**config.mk**
```make
export PLATFORM = sky130hd
export DESIGN_NAME = pipe_slot_scheduler
export DESIGN_NICKNAME = d
export VERILOG_FILES = /design/src/rtl/pipe_slot_scheduler.sv
export SDC_FILE = /design/constraint.sdc
export NUM_CORES = 1
export LEC_CHECK = 0
export CORE_UTILIZATION = 51
export DETAILED_ROUTE_END_ITERATION = 8
export PLACE_DENSITY = 0.81
export SLEW_MARGIN = 15
export SYNTH_ARGS = -nofsm -noshare
export SYNTH_HDL_FRONTEND = slang
export SYNTH_SLANG_ARGS = --single-unit
```
**constraint.sdc**
```tcl
create_clock -name clk -period 5.1 [get_ports clk]
set_input_delay 1.02 -clock clk [delete_from_list [all_inputs] [get_ports clk]]
set_output_delay 1.02 -clock clk [all_outputs]
set_load 0.1 [all_outputs]
```
**src/rtl/pipe_slot_scheduler.sv**
```systemverilog
// Central slot arbiter for the overlapped multicycle core: tracks in-flight slots and their
// age order, grants memory/ALU/fetch, resolves redirects with younger-slot flush and a fetch shadow.
module pipe_slot_scheduler #(
  parameter int NUM_SLOTS     = 5,
  parameter int SHADOW_CYCLES = 2
) (
  input  logic                     clk,
  input  logic                     rst_n,
  input  logic [NUM_SLOTS-1:0]     slot_fetch_req,
  input  logic [NUM_SLOTS-1:0]     slot_dmem_req,
  input  logic [NUM_SLOTS-1:0]     slot_alu_req,
  input  logic [NUM_SLOTS-1:0]     slot_redirect,
  input  logic [2*NUM_SLOTS-1:0]   slot_redirect_src,
  output logic [NUM_SLOTS-1:0]     fetch_grant,
  output logic [NUM_SLOTS-1:0]     dmem_grant,
  output logic [NUM_SLOTS-1:0]     alu_grant,
  output logic [NUM_SLOTS-1:0]     stall,
  output logic [NUM_SLOTS-1:0]     flush,
  output logic                     pc_write,
  output logic [1:0]               pc_src,
  output logic [NUM_SLOTS-1:0]     busy,
  output logic                     shadow
);

  // older[i][j] = 1 means slot j is older than slot i
  typedef logic [NUM_SLOTS-1:0][NUM_SLOTS-1:0] age_t;

  age_t                 older;
  age_t                 older_nxt;
  logic [2:0]           shadow_cnt;
  logic [2:0]           shadow_nxt;
  logic [NUM_SLOTS-1:0] busy_nxt;
  logic [NUM_SLOTS-1:0] redir_req;
  logic [NUM_SLOTS-1:0] redir_win;
  logic                 redir_any;
  logic [NUM_SLOTS-1:0] eligible;
  logic                 fetch_ok;
  logic [1:0]           win_src;
  logic [NUM_SLOTS-1:0] retire;
  logic [NUM_SLOTS-1:0] survivors;

  // Requester with no other requester older than itself; first match keeps the result one-hot.
  function automatic logic [NUM_SLOTS-1:0] pick_oldest(input logic [NUM_SLOTS-1:0] req,
                                                       input age_t age);
    logic [NUM_SLOTS-1:0] oh;
    logic                 found;
    oh    = '0;
    found = 1'b0;
    for (int i = 0; i < NUM_SLOTS; i++) begin
      if (!found && req[i] && ((age[i] & req) == '0)) begin
        oh[i] = 1'b1;
        found = 1'b1;
      end
    end
    return oh;
  endfunction

  function automatic logic [NUM_SLOTS-1:0] pick_lowest(input logic [NUM_SLOTS-1:0] req);
    logic [NUM_SLOTS-1:0] oh;
    logic                 found;
    oh    = '0;
    found = 1'b0;
    for (int i = 0; i < NUM_SLOTS; i++) begin
      if (!found && req[i]) begin
        oh[i] = 1'b1;
        found = 1'b1;
      end
    end
    return oh;
  endfunction

  always_comb begin
    redir_req = slot_redirect & busy;
    redir_win = pick_oldest(redir_req, older);
    redir_any = |redir_win;

    flush = '0;
    for (int k = 0; k < NUM_SLOTS; k++) begin
      flush[k] = busy[k] & (|(older[k] & redir_win));
    end

    eligible   = busy & ~flush;
    dmem_grant = pick_oldest(slot_dmem_req & eligible, older);
    alu_grant  = pick_oldest(slot_alu_req & eligible, older);

    // Data accesses hold the single memory port ahead of any new fetch.
    fetch_ok    = ~(|dmem_grant) & ~redir_any & (shadow_cnt == 3'd0);
    fetch_grant = fetch_ok ? pick_lowest(slot_fetch_req & ~busy) : '0;

    win_src = 2'b00;
    for (int i = 0; i < NUM_SLOTS; i++) begin
      if (redir_win[i]) win_src = win_src | slot_redirect_src[2*i +: 2];
    end

    pc_write = redir_any | (|fetch_grant);
    pc_src   = redir_any ? win_src : 2'b00;

    stall  = (eligible & ((slot_dmem_req & ~dmem_grant) | (slot_alu_req & ~alu_grant)))
           | (slot_fetch_req & ~fetch_grant);
    shadow = (shadow_cnt != 3'd0);
  end

  // A busy slot raising fetch_req is retiring its instruction this cycle.
  always_comb begin
    retire    = slot_fetch_req & busy;
    survivors = busy & ~flush & ~retire;
    busy_nxt  = survivors | fetch_grant;

    older_nxt = older;
    for (int r = 0; r < NUM_SLOTS; r++) begin
      for (int c = 0; c < NUM_SLOTS; c++) begin
        if (fetch_grant[c]) older_nxt[r][c] = 1'b0;
      end
      if (fetch_grant[r]) older_nxt[r] = survivors;
    end

    if (redir_any)                shadow_nxt = 3'(SHADOW_CYCLES);
    else if (shadow_cnt != 3'd0)  shadow_nxt = shadow_cnt - 3'd1;
    else                          shadow_nxt = shadow_cnt;
  end

  always_ff @(posedge clk or negedge rst_n) begin
    if (!rst_n) begin
      busy       <= '0;
      older      <= '0;
      shadow_cnt <= 3'd0;
    end else begin
      busy       <= busy_nxt;
      older      <= older_nxt;
      shadow_cnt <= shadow_nxt;
    end
  end

endmodule

```
==> flow_summary.ini, run 1 <==
[status]
status = aborted with a tool error
stop_stage = global routing (5_1_grt)
error = [ERROR GRT-0116] Global routing finished with congestion. Check the congestion regions in the DRC Viewer.

[yosys]
synth_cell_types = 66
synth-main-ff-cell = dfrtp_1
synth_top_area_share_pct = 29.9
ys_seq_area_share_pct = 29.9
synth_area_leader_cell = dfrtp_1
synth_commonest_cells = nand3_1, dfrtp_1, nand2_1, inv_1, nor3_1
synth.mux.area_fraction_pct = 1.81
synth_async_sr_flop_share_pct = 100
synth_area_leaders = dfrtp_1, nand3_1, nand2_1
synth_compound_area_share_pct = 25.3
synth_top_family_by_area = simple AND/OR/NAND/NOR gates
post-synth-top-count-cell = nand3_1
yosys.area_share.simple_pct = 35.2
synth_warnings = 0
ys_seq_elements = 33
synthesis.area_um2 = 2760
syn_area_per_cell_um2 = 8.19
synth_edf_count = 0
syn-instance-count = 337
synth_xor_area_share_pct = 0.317
synth_fp_nets = 371
synth_fa_ha_area_share_pct = 0.907

[floorplan]
rows = 26
start_util_pct = 53.3
die_h_um = 75.6
die_width_um = 75.6
io_pins = 66

[global_route]
first_global_vias = 4939
grt_pass1_wl_mm = 28.0
track_usage_pct = 68.1
grt.overflow.total = 15
grt_max_degree = 34

[placement]
hpwlAfterDp_mm = 9.39
dp_cells = 549
io_buffers = 65
gp_congestion = 1.06
place_worst_setup_slack_ns = -0.683

[clock_tree]
hold_buffers = 0
clockBufferDepth = 2
root_buffer = clkbuf_8
htree_num_levels = 2
clock_sinks = 33
numCtsBuffers = 5
-- cell families after synthesis --
logic type,after synthesis
AND/OR/NAND/NOR,173
AO/OA/AOI/OAI,88
buffers and inverters,35
flip-flops,33
multiplexers,5
adder cells (fa/ha/maj),2
XOR/XNOR,1
-- stage by stage --
step                setup TNS (ns)  instance area, um^2
floorplan                    -1.92                 3040
global placement             -6.62                 4620
detailed placement           -7.69                 4620
CTS                        -0.0437                 4970
-- metal layers --
layer / global-route usage [%] / overflow
met1: 70.1 / 0
met2: 87.5 / 12
met3: 51.7 / 0
met4: 61.3 / 3
met5: 11.1 / 0
-- repair_timing --
action	in CTS
setup buffers	10
gates resized for setup	61
setup endpoints to repair	20
pin swaps	24
==> run 2: changes to the inputs <==
- CORE_UTILIZATION: 51 -> 40
- PLACE_DENSITY: 0.81 -> not set
- PLACE_DENSITY_LB_ADDON: not set -> 0.15
==> run 2 against run 1 <==
  * The flow now finishes, with violations (setup timing)
  * Synthesized cell count unchanged
  * Area after synthesis unchanged
==> flow_summary.ini, run 2 <==
[status]
status = complete, but fails checks
violations = setup timing

[detailed_routing]
viasPerCell = 6.31
drt_iter0_drc = 358
route.detailed.drc = 0
avgRoutedWirePerCell_um = 22.4
drt-total-wl_mm = 13.0
dr.pass1.iters = 5
dr_total_vias = 3670
ant_nets = 0

[yosys]
ys_seq_area_share_pct = 29.9
ys_seq_elements = 33
synth_warnings = 0
synth_area_leaders = dfrtp_1, nand3_1, nand2_1
syn_area_per_cell_um2 = 8.19
synth_async_sr_flop_share_pct = 100
syn-instance-count = 337
post-synth-top-count-cell = nand3_1
synthesis.area_um2 = 2760
synth-main-ff-cell = dfrtp_1
synth_cell_types = 66
synth_commonest_cells = nand3_1, dfrtp_1, nand2_1, inv_1, nor3_1
synth_area_leader_cell = dfrtp_1
synth_top_area_share_pct = 29.9
synth_fp_nets = 371
synth_edf_count = 0

[clock_tree]
cts_tree = done
root_buffer = clkbuf_8
clk-insertion-delay-late_ns = 0.29
hold_buffers = 0
clockBufferDepth = 2
clk_pin_slew_worst_paths_ns = 0.07
htree_num_levels = 2
numCtsBuffers = 5
clock_sinks = 33

[cells_and_area]
largest_register = older
syn2layout_area_growth_pct = 84.9
nets = 538
top_regs = older: 25 flops, busy: 5 flops, shadow_cnt: 3 flops
final_cell_mix = buf_4, clkdlybuf4s50_1, nand3_1
final_common_cell = buf_4
antenna_cells = 0
post_layout_nonfiller_instances = 582
final_layout_size_suffix_gt1_share_pct = 46.9
largest_register_ffs = 25

[floorplan]
rows = 29
die_width_um = 85.1
die-area_um2 = 7230
core_um2 = 6490
io_pins = 66
die_h_um = 85.1
start_util_pct = 42.5

[timing]
hold_viol_final = 0
rsz0062_at_grt = true
slew_headroom_pct = 32.7
worst_pin_slew_ns = 1.01
holdWs_ns = 0.555
setup_ws_ns = -0.0617
fmax_mhz = 194
fin_crit_sh_pct = 101
finalSetupViolCount = 5
fin_crit_ns = 5.16
maxSlewViolCount = 0
fin_skew_ns = 0.00534
tns_ns = -0.156

[worst_setup_path]
crit_chain = buf_8 -> and3_4 -> or3_4 -> nor2_4 -> buf_6 -> nor4_4 -> a221oi_2 -> buf_4 -> nand3_2 -> and4b_4 -> or4b_4 -> or2_4 -> a221o_4 -> buf_12
crit_type = in -> out
cp.required_ns = 4.08
cp_max_fo = 6
worst-endpoint-arrival_ns = 4.14
cp_num_buf_inv = 4
slowest_delay_ns = 0.57
start_kind = input port
path_delay_family = simple AND/OR/NAND/NOR gates
slowest_stage = or4b_4
cp-end-kind = output port

[placement]
io_buffers = 65
dp_cells = 568
gp_congestion = 1.00
hpwlAfterDp_mm = 10.2

[global_route]
grt_max_degree = 34
track_usage_pct = 36.4
grt_pass1_wl_mm = 19.9
grt.overflow.total = 0
antenna_found_initial = 0
first_global_vias = 3744

[power_and_ir_drop]
p_leak_nw = 2.16
peakVddDrop_v = 0.000452
powerDensity_nw_per_um2 = 372

[flow_run]
cap_violations = 0

[hold_path]
hp-class = reg -> reg
==> run 2: routing by layer <==
layer / share of wire, % / routed length (um) / GRT usage, % / up-vias
met1: 39 / 5130 / 46.8 / 1747
met2: 46 / 6010 / 58.9 / 229
met5: 0 / 0 / 0 / -
met4: 4.4 / 573 / 16.3 / 0
li1: - / - / - / 1639
met3: 10 / 1310 / 7.88 / 55
==> run 2: area by class of cell <==
class	count	area (um^2)
Clock inverter	3	17.5
Inverter	17	82.6
Sequential cell	33	832
Tap cell	77	96.3
Clock buffer	5	68.8
Fill cell	415	1390
Timing Repair Buffer	178	1830
Multi-Input combinational cell	269	2170
==> run 2: cells by family (layout without fill, tap and decap cells) <==
logic type               Yosys count  after routing  synth area share, %
multiplexers                       5              5                 1.81
AO/OA/AOI/OAI                     88             88                 25.3
AND/OR/NAND/NOR                  173            173                 35.2
XOR/XNOR                           1              1                0.318
buffers and inverters             35            203                 6.48
adder cells (fa/ha/maj)            2              2                0.907
flip-flops                        33             33                 29.9
==> run 2: timing repair <==
item	in CTS	in global routing
endpoints found under the setup margin	20	14
setup buffers	3	2
cloned	0	1
pin swaps	16	13
resized for setup	50	34
==> run 2: stage by stage <==
step | worst slack, ns | power (W) | utilization, % | area, um^2
floorplan | -0.582 | 0.00109 | - | 3040
global placement | -0.609 | 0.00159 | 72.8 | 4730
detailed placement | -0.610 | 0.00161 | 72.8 | 4730
CTS | -0.0438 | 0.00183 | 76.1 | 4940
global route | -0.117 | 0.00196 | 78.5 | 5100
finish | -0.0617 | 0.00190 | 78.5 | 5100
==> run 2: tightest hold or removal path, delay by kind of cell, from the launching register on <==
kind / cells / cell delay (ns)
AO/OA/AOI/OAI: 1 / 0.07
flip-flops: 1 / 0.36
AND/OR/NAND/NOR: 1 / 0.09
==> run 2: final timing paths <==
| path | start | endpoint | slack (ns) | cells after the start |
|---|---|---|---|---|
| setup / recovery | slot_redirect[0] | stall[3] | -0.06 | 14 |
| hold / removal | shadow_cnt[2] | shadow_cnt[2] | 0.55 | 2 |
| setup reg to reg | busy[0] | older[14] | 1.32 | 15 |
| hold reg to reg | shadow_cnt[2] | shadow_cnt[2] | 0.55 | 2 |
| max in group asynchronous | rst_n | busy[1] | 3.60 | 2 |
| min in group asynchronous | rst_n | shadow_cnt[0] | 1.17 | 2 |
==> run 2: report_power, final <==
| group | total [W] | switching, W | internal (W) | leakage, nW |
|---|---|---|---|---|
| sequential | 0.000376 | 0.0000669 | 0.000309 | 0.442 |
| clock | 0.000193 | 0.0000989 | 0.0000941 | 0.0439 |
| combinational | 0.00133 | 0.000798 | 0.000531 | 1.68 |
No activity file was read; power rests on OpenSTA's default activity.
